===== config.mk =====
export PLATFORM = sky130hd
export DESIGN_NAME = exec_shift_left
export DESIGN_NICKNAME = d
export VERILOG_FILES = /design/src/rtl/exec_pkg.sv /design/src/rtl/exec_shift_left_core.sv /design/src/rtl/exec_shift_left.sv
export SDC_FILE = /design/constraint.sdc
export NUM_CORES = 1
export LEC_CHECK = 0
export CAP_MARGIN = 5
export CORE_MARGIN = 4
export CORE_UTILIZATION = 35
export DETAILED_ROUTE_END_ITERATION = 8
export GPL_ROUTABILITY_DRIVEN = 0
export PLACE_DENSITY = 0.76
export SETUP_SLACK_MARGIN = 0.1
export SYNTH_ARGS = -nofsm -noshare
export SYNTH_HDL_FRONTEND = slang
export SYNTH_SLANG_ARGS = --single-unit

===== constraint.sdc =====
create_clock -name clk -period 0.8 [get_ports clk]
set_input_delay 0.16 -clock clk [delete_from_list [all_inputs] [get_ports clk]]
set_output_delay 0.16 -clock clk [all_outputs]
set_load 0.1 [all_outputs]

===== src/rtl/exec_pkg.sv =====
// Shared EX-stage constants and types for the execute pipeline.
// Latency: n/a (declarations only).
// Backpressure: n/a (declarations only).
package exec_pkg;

    localparam int EX_WIDTH = 32;
    localparam int BR_SHAMT = 2;

    typedef logic [31:0] word_t;

endpackage


===== src/rtl/exec_shift_left_core.sv =====
// Branch-offset shift datapath: res = shift_in << SHAMT, plus optional signed-overflow flag.
// Latency: 0 cycles (purely combinational).
// Backpressure: none; the registered wrapper handles stall/flush. Optional flag: EXEC_SHIFT_LEFT_OVF_EN.
module exec_shift_left_core
    import exec_pkg::*;
#(
    parameter int WIDTH = EX_WIDTH,
    parameter int SHAMT = BR_SHAMT
) (
    input  logic [WIDTH-1:0] shift_in,
    output logic [WIDTH-1:0] res
`ifdef EXEC_SHIFT_LEFT_OVF_EN
    ,
    output logic             ovf
`endif
);

    // Logical left shift: top SHAMT bits fall off, zeros enter the LSBs.
    assign res = shift_in << SHAMT;

`ifdef EXEC_SHIFT_LEFT_OVF_EN
    // The signed value survives the shift only if the bits that fall off
    // plus the new sign bit all match the original sign.
    logic [SHAMT:0] top_bits;
    assign top_bits = shift_in[WIDTH-1 -: SHAMT+1];
    assign ovf      = !((&top_bits) || !(|top_bits));
`endif

endmodule


===== src/rtl/exec_shift_left.sv =====
// Registered branch-offset shifter for EX: shift_out = shift_in << SHAMT. Optional shift_ovf via EXEC_SHIFT_LEFT_OVF_EN.
// Latency: 1 cycle; result for inputs sampled at edge N is visible after edge N.
// Backpressure: stall holds all outputs, flush (higher priority) clears them; no ready output.
module exec_shift_left
    import exec_pkg::*;
#(
    parameter int WIDTH = EX_WIDTH,
    parameter int SHAMT = BR_SHAMT
) (
    input  logic             clk,
    input  logic             rst_n,
    input  logic             in_valid,
    input  logic             stall,
    input  logic             flush,
    input  logic [WIDTH-1:0] shift_in,
    output logic [WIDTH-1:0] shift_out,
    output logic             out_valid
`ifdef EXEC_SHIFT_LEFT_OVF_EN
    ,
    output logic             shift_ovf
`endif
);

    logic [WIDTH-1:0] res;

`ifdef EXEC_SHIFT_LEFT_OVF_EN
    logic ovf;

    exec_shift_left_core #(
        .WIDTH (WIDTH),
        .SHAMT (SHAMT)
    ) u_core (
        .shift_in (shift_in),
        .res      (res),
        .ovf      (ovf)
    );
`else
    exec_shift_left_core #(
        .WIDTH (WIDTH),
        .SHAMT (SHAMT)
    ) u_core (
        .shift_in (shift_in),
        .res      (res)
    );
`endif

    // Output register: flush beats stall beats load; data loads even when in_valid=0.
    always_ff @(posedge clk or negedge rst_n) begin
        if (!rst_n) begin
            shift_out <= '0;
            out_valid <= 1'b0;
        end else if (flush) begin
            shift_out <= '0;
            out_valid <= 1'b0;
        end else if (!stall) begin
            shift_out <= res;
            out_valid <= in_valid;
        end
    end

`ifdef EXEC_SHIFT_LEFT_OVF_EN
    // Overflow flag follows the same flush/stall/load priority as the data.
    always_ff @(posedge clk or negedge rst_n) begin
        if (!rst_n) begin
            shift_ovf <= 1'b0;
        end else if (flush) begin
            shift_ovf <= 1'b0;
        end else if (!stall) begin
            shift_ovf <= ovf;
        end
    end
`endif

endmodule


### Word level (Yosys, flattened, before mapping)

Cells that the tools add are included.

* bits in registers: 33
* input bits: 37
* output and inout bits: 33
* word-level logic and storage cells: 7

* eq/ne operators: 1
* multiplexer cells: 4

Operators by type and width (count)
* 2-to-1 mux 32 bit: 2
* 2-to-1 mux 1 bit: 2
* inequality test 2 x 1 -> 1 bit (second input constant): 1

### Longest topological paths before layout

Gate-level depths: netlist (run 1).

* word-level depth: 2
* depth in mapped cells: 4
* gate-level depth less buffers: 2

### Hierarchy

A second synthesis (run 1) with hierarchy kept.

* cell total of the unflattened synthesis: 140
* area, all modules: 1611.5 um^2

Modules (own cells, without submodules)
* exec_shift_left: times used 1, cells each 107, area each 1367.6 um^2, sequential area each 825.8 um^2
* exec_shift_left_core: times used 1, cells each 33, area each 244.0 um^2, sequential area each 0.0 um^2

### Worst setup path after synthesis (run 1)

No wires, ideal clock.

* path kind: flip-flop to flip-flop
* start: register, netlist name out_valid
* end: register out_valid
* library setup time: 0.074 ns
* data arrival time: 1.160 ns
* required time: 0.726 ns
* path slack: -0.434 ns
* stages on the path, launching flop included: 3
* buffers on the path: 0
* clock period less this slack: 1.234 ns
* cell sequence: dfrtp_1 mux2i_1 nor2_1

RTL lines
* end signal, assigned: RTL line exec_shift_left.sv:57 `out_valid <= in_valid;`
* end, declared: RTL line exec_shift_left.sv:17 `output logic out_valid`

### Final worst setup path (run 1)

* start: register shift_out[21]
* end: output shift_out[21]

RTL lines
* start, declared: RTL line exec_shift_left.sv:16 `output logic [WIDTH-1:0] shift_out,`
* start signal, assigned: RTL line exec_shift_left.sv:56 `shift_out <= res;`

No word-level cell between the ends.

==> results of run 1 <==
[worst max path at each step]
stage / to / depth (start not counted)
3_5_place_dp: shift_out[4]$_DFFE_PN0P_ / 3
2_1_floorplan: out_valid$_DFFE_PN0P_ / 2
3_3_place_gp: shift_out[27]$_DFFE_PN0P_ / 3
6_report: shift_out[21] / 1
4_1_cts: shift_out[6] / 1
5_1_grt: shift_out[4] / 1
[per-layer routing]
layer	GRT usage (%)	vias to the layer above	part of all wire, %
met5	0	-	0
met4	7.16	0	1.8
met3	5.81	5	6.3
met2	28.4	44	53
met1	17.4	499	39
li1	-	477	-
[power by group]
part	total [mW]	switching, mW	internal, mW	leakage, nW
sequential	1.82	0.102	1.71	0.360
clock	1.22	0.543	0.673	0.0470
combinational	1.59	0.940	0.648	0.711
[flip-flops by register name, indices dropped and copies added, names as in the netlist]
signal	flops
shift_out	30
out_valid	1
[cell type report]
| type | instances | area, um^2 | share of cell area, % |
|---|---|---|---|
| Multi-Input combinational cell | 64 | 449 | 17.4 |
| Clock buffer | 6 | 82.6 | 3.19 |
| Tap cell | 46 | 57.6 | 2.23 |
| Timing Repair Buffer | 75 | 1100 | 42.5 |
| Sequential cell | 31 | 892 | 34.5 |
| Clock inverter | 1 | 5.00 | 0.194 |
[kinds of logic (layout without fill, tap and decap cells)]
family,after synthesis,count (layout),share of synthesized area (%)
DFF,31,31,59.5
other,1,2,0.288
and+or+nand+nor,31,31,8.93
muxes,31,31,23.8
buffers and inverters,9,82,7.49
[metrics by stage]
step | power (mW) | TNS, ns | util [%]
finish | 4.62 | -10.26 | 74.6
global route | 4.77 | -12.05 | 74.6
CTS | 4.65 | -10.61 | 74.1
detailed placement | 3.40 | -7.98 | 70.0
global placement | 3.37 | -7.37 | 70.0
floorplan | 2.72 | -4.51 | -
[placed cells by master, fill, tap and decap left out]
master / instances
buf_12: 35
clkdlybuf4s50_1: 33
nor2_1: 31
dfrtp_4: 31
mux2i_1: 27
clkbuf_8: 6
buf_6: 5
mux2i_2: 4
conb_1: 2
clkinv_2: 1
buf_2: 1
buf_4: 1
[timing repair]
item / CTS / global route
pin swaps: 4 / 9
resized for setup: 5 / 6
buffers inserted: 5 / 2
endpoints found under the setup margin: 62 / 62
hold endpoints to repair: 0 / 0
==> reports/qor.csv, run 1 <==
metric;value;unit
crit path DAT;0.96;ns
top post-synthesis cells by count;dfrtp_1, mux2i_1, nor2_1, buf_12, clkbuf_1;
clk root buf;clkbuf_8;
DRC Markers;0;
1st-pass router iterations;4;
CP startpoint kind;register;
Setup WS pre-CTS;-0.264;ns
hold_buf cts;0;
Sink Count;31;
worst r2r src;shift_out[20]$_DFFE_PN0P_;
Clock Path Buffers;2;
largest net degree at the start of global routing;32;
period utilization;140;%
Nets;214;
post-synth top area share;59.5;%
I/O Pins;70;
PortBufs;65;
Achievable Freq;896;MHz
Final Cell Area;2590;um^2
Worst R2R Setup Slack;-0.17;ns
H-tree Lvls;2;
Core Region;3470;um^2
Avg Cell Area, Syn;12.7;um^2
Final Hold Fails;0;
Yosys Warn Count;0;
sequential share of the synthesized area;59.5;%
asr flop ratio synth;100;%
Slew Limit Fails;0;
Post-Place Cells;211;
Syn Std Cell Area;1300;um^2
Std-Cell Rows;21;
HPWL after detailed placement;2600;um
vias;1025;
Synth area leader;dfrtp_1;
Setup Viol. Count Final;48;
fill cell count;230;
outcome;finished with violations;
placed cell areas;2430;um^2
Worst-path clk slew;0.06;ns
Worst Path Required;0.64;ns
Hold/Removal Path Class;in2async;
Via density;4.60;
WL final;3540;um
die height;69.0;um
CP bufs+invs;1;
Overflow after GRT;0;
top cells by area, synth;dfrtp_1, mux2i_1, nor2_1;
Post-synth EDFFs;0;
synth unique cells;8;
DRT iter0 DRCs;43;
Starting Density;37.6;%
Cells after Synth;103;
Max-Cap Viols;0;
Worst setup startpoint;shift_out[21]$_DFFE_PN0P_;
Finished Layout Cells;223;
Clock Skew;0;ns
worst hold slack;0.248;ns
crit path max fanout;2;
critical path class;reg2out;
DR WL/cell;15.9;um
die area;4770;um^2
RSZ-0062 raised after global routing;true;
RR Endpoint;shift_out[20]$_DFFE_PN0P_;
# diodes;0;
CTS tree;done;
All-Layer GR Usage;16.2;%
CTS buffer count;5;
cells along the critical path;buf_12;
flop and latch count out of synthesis;31;
CP delay by family, top;flip-flops;
first-pass GRT wire length;5970;um
post-route ant nets;0;
nature of the critical path endpoint;output pin;
final setup margin;-0.316;ns
Worst Reg2Reg Path Length in Cells;3;
final worst path period need;1.12;ns
P&R area growth vs syn;98.4;%
crit-path max cell delay;0.50;ns
Slowest-stage cell, CP;dfrtp_4;
failing checks;negative setup slack;
Leak;1.12;nW
initial antenna violation count;0;
Power Density;1790;nW/um^2
commonest register cell after synthesis;dfrtp_1;
layout cells sized above 1;47.5;%
clk_lat worst skew;0.27;ns
Max IR drop VDD;1.48;mV
number of global-route vias before repair;1189;
Die W;69.0;um
No activity file was read; power rests on OpenSTA's default activity.
==> run 2: changes to the inputs <==
SKIP_LAST_GASP = 1   (was not set)
==> results of run 2 <==
No change in the layout: final DEF, timing and power equal those of run 1.
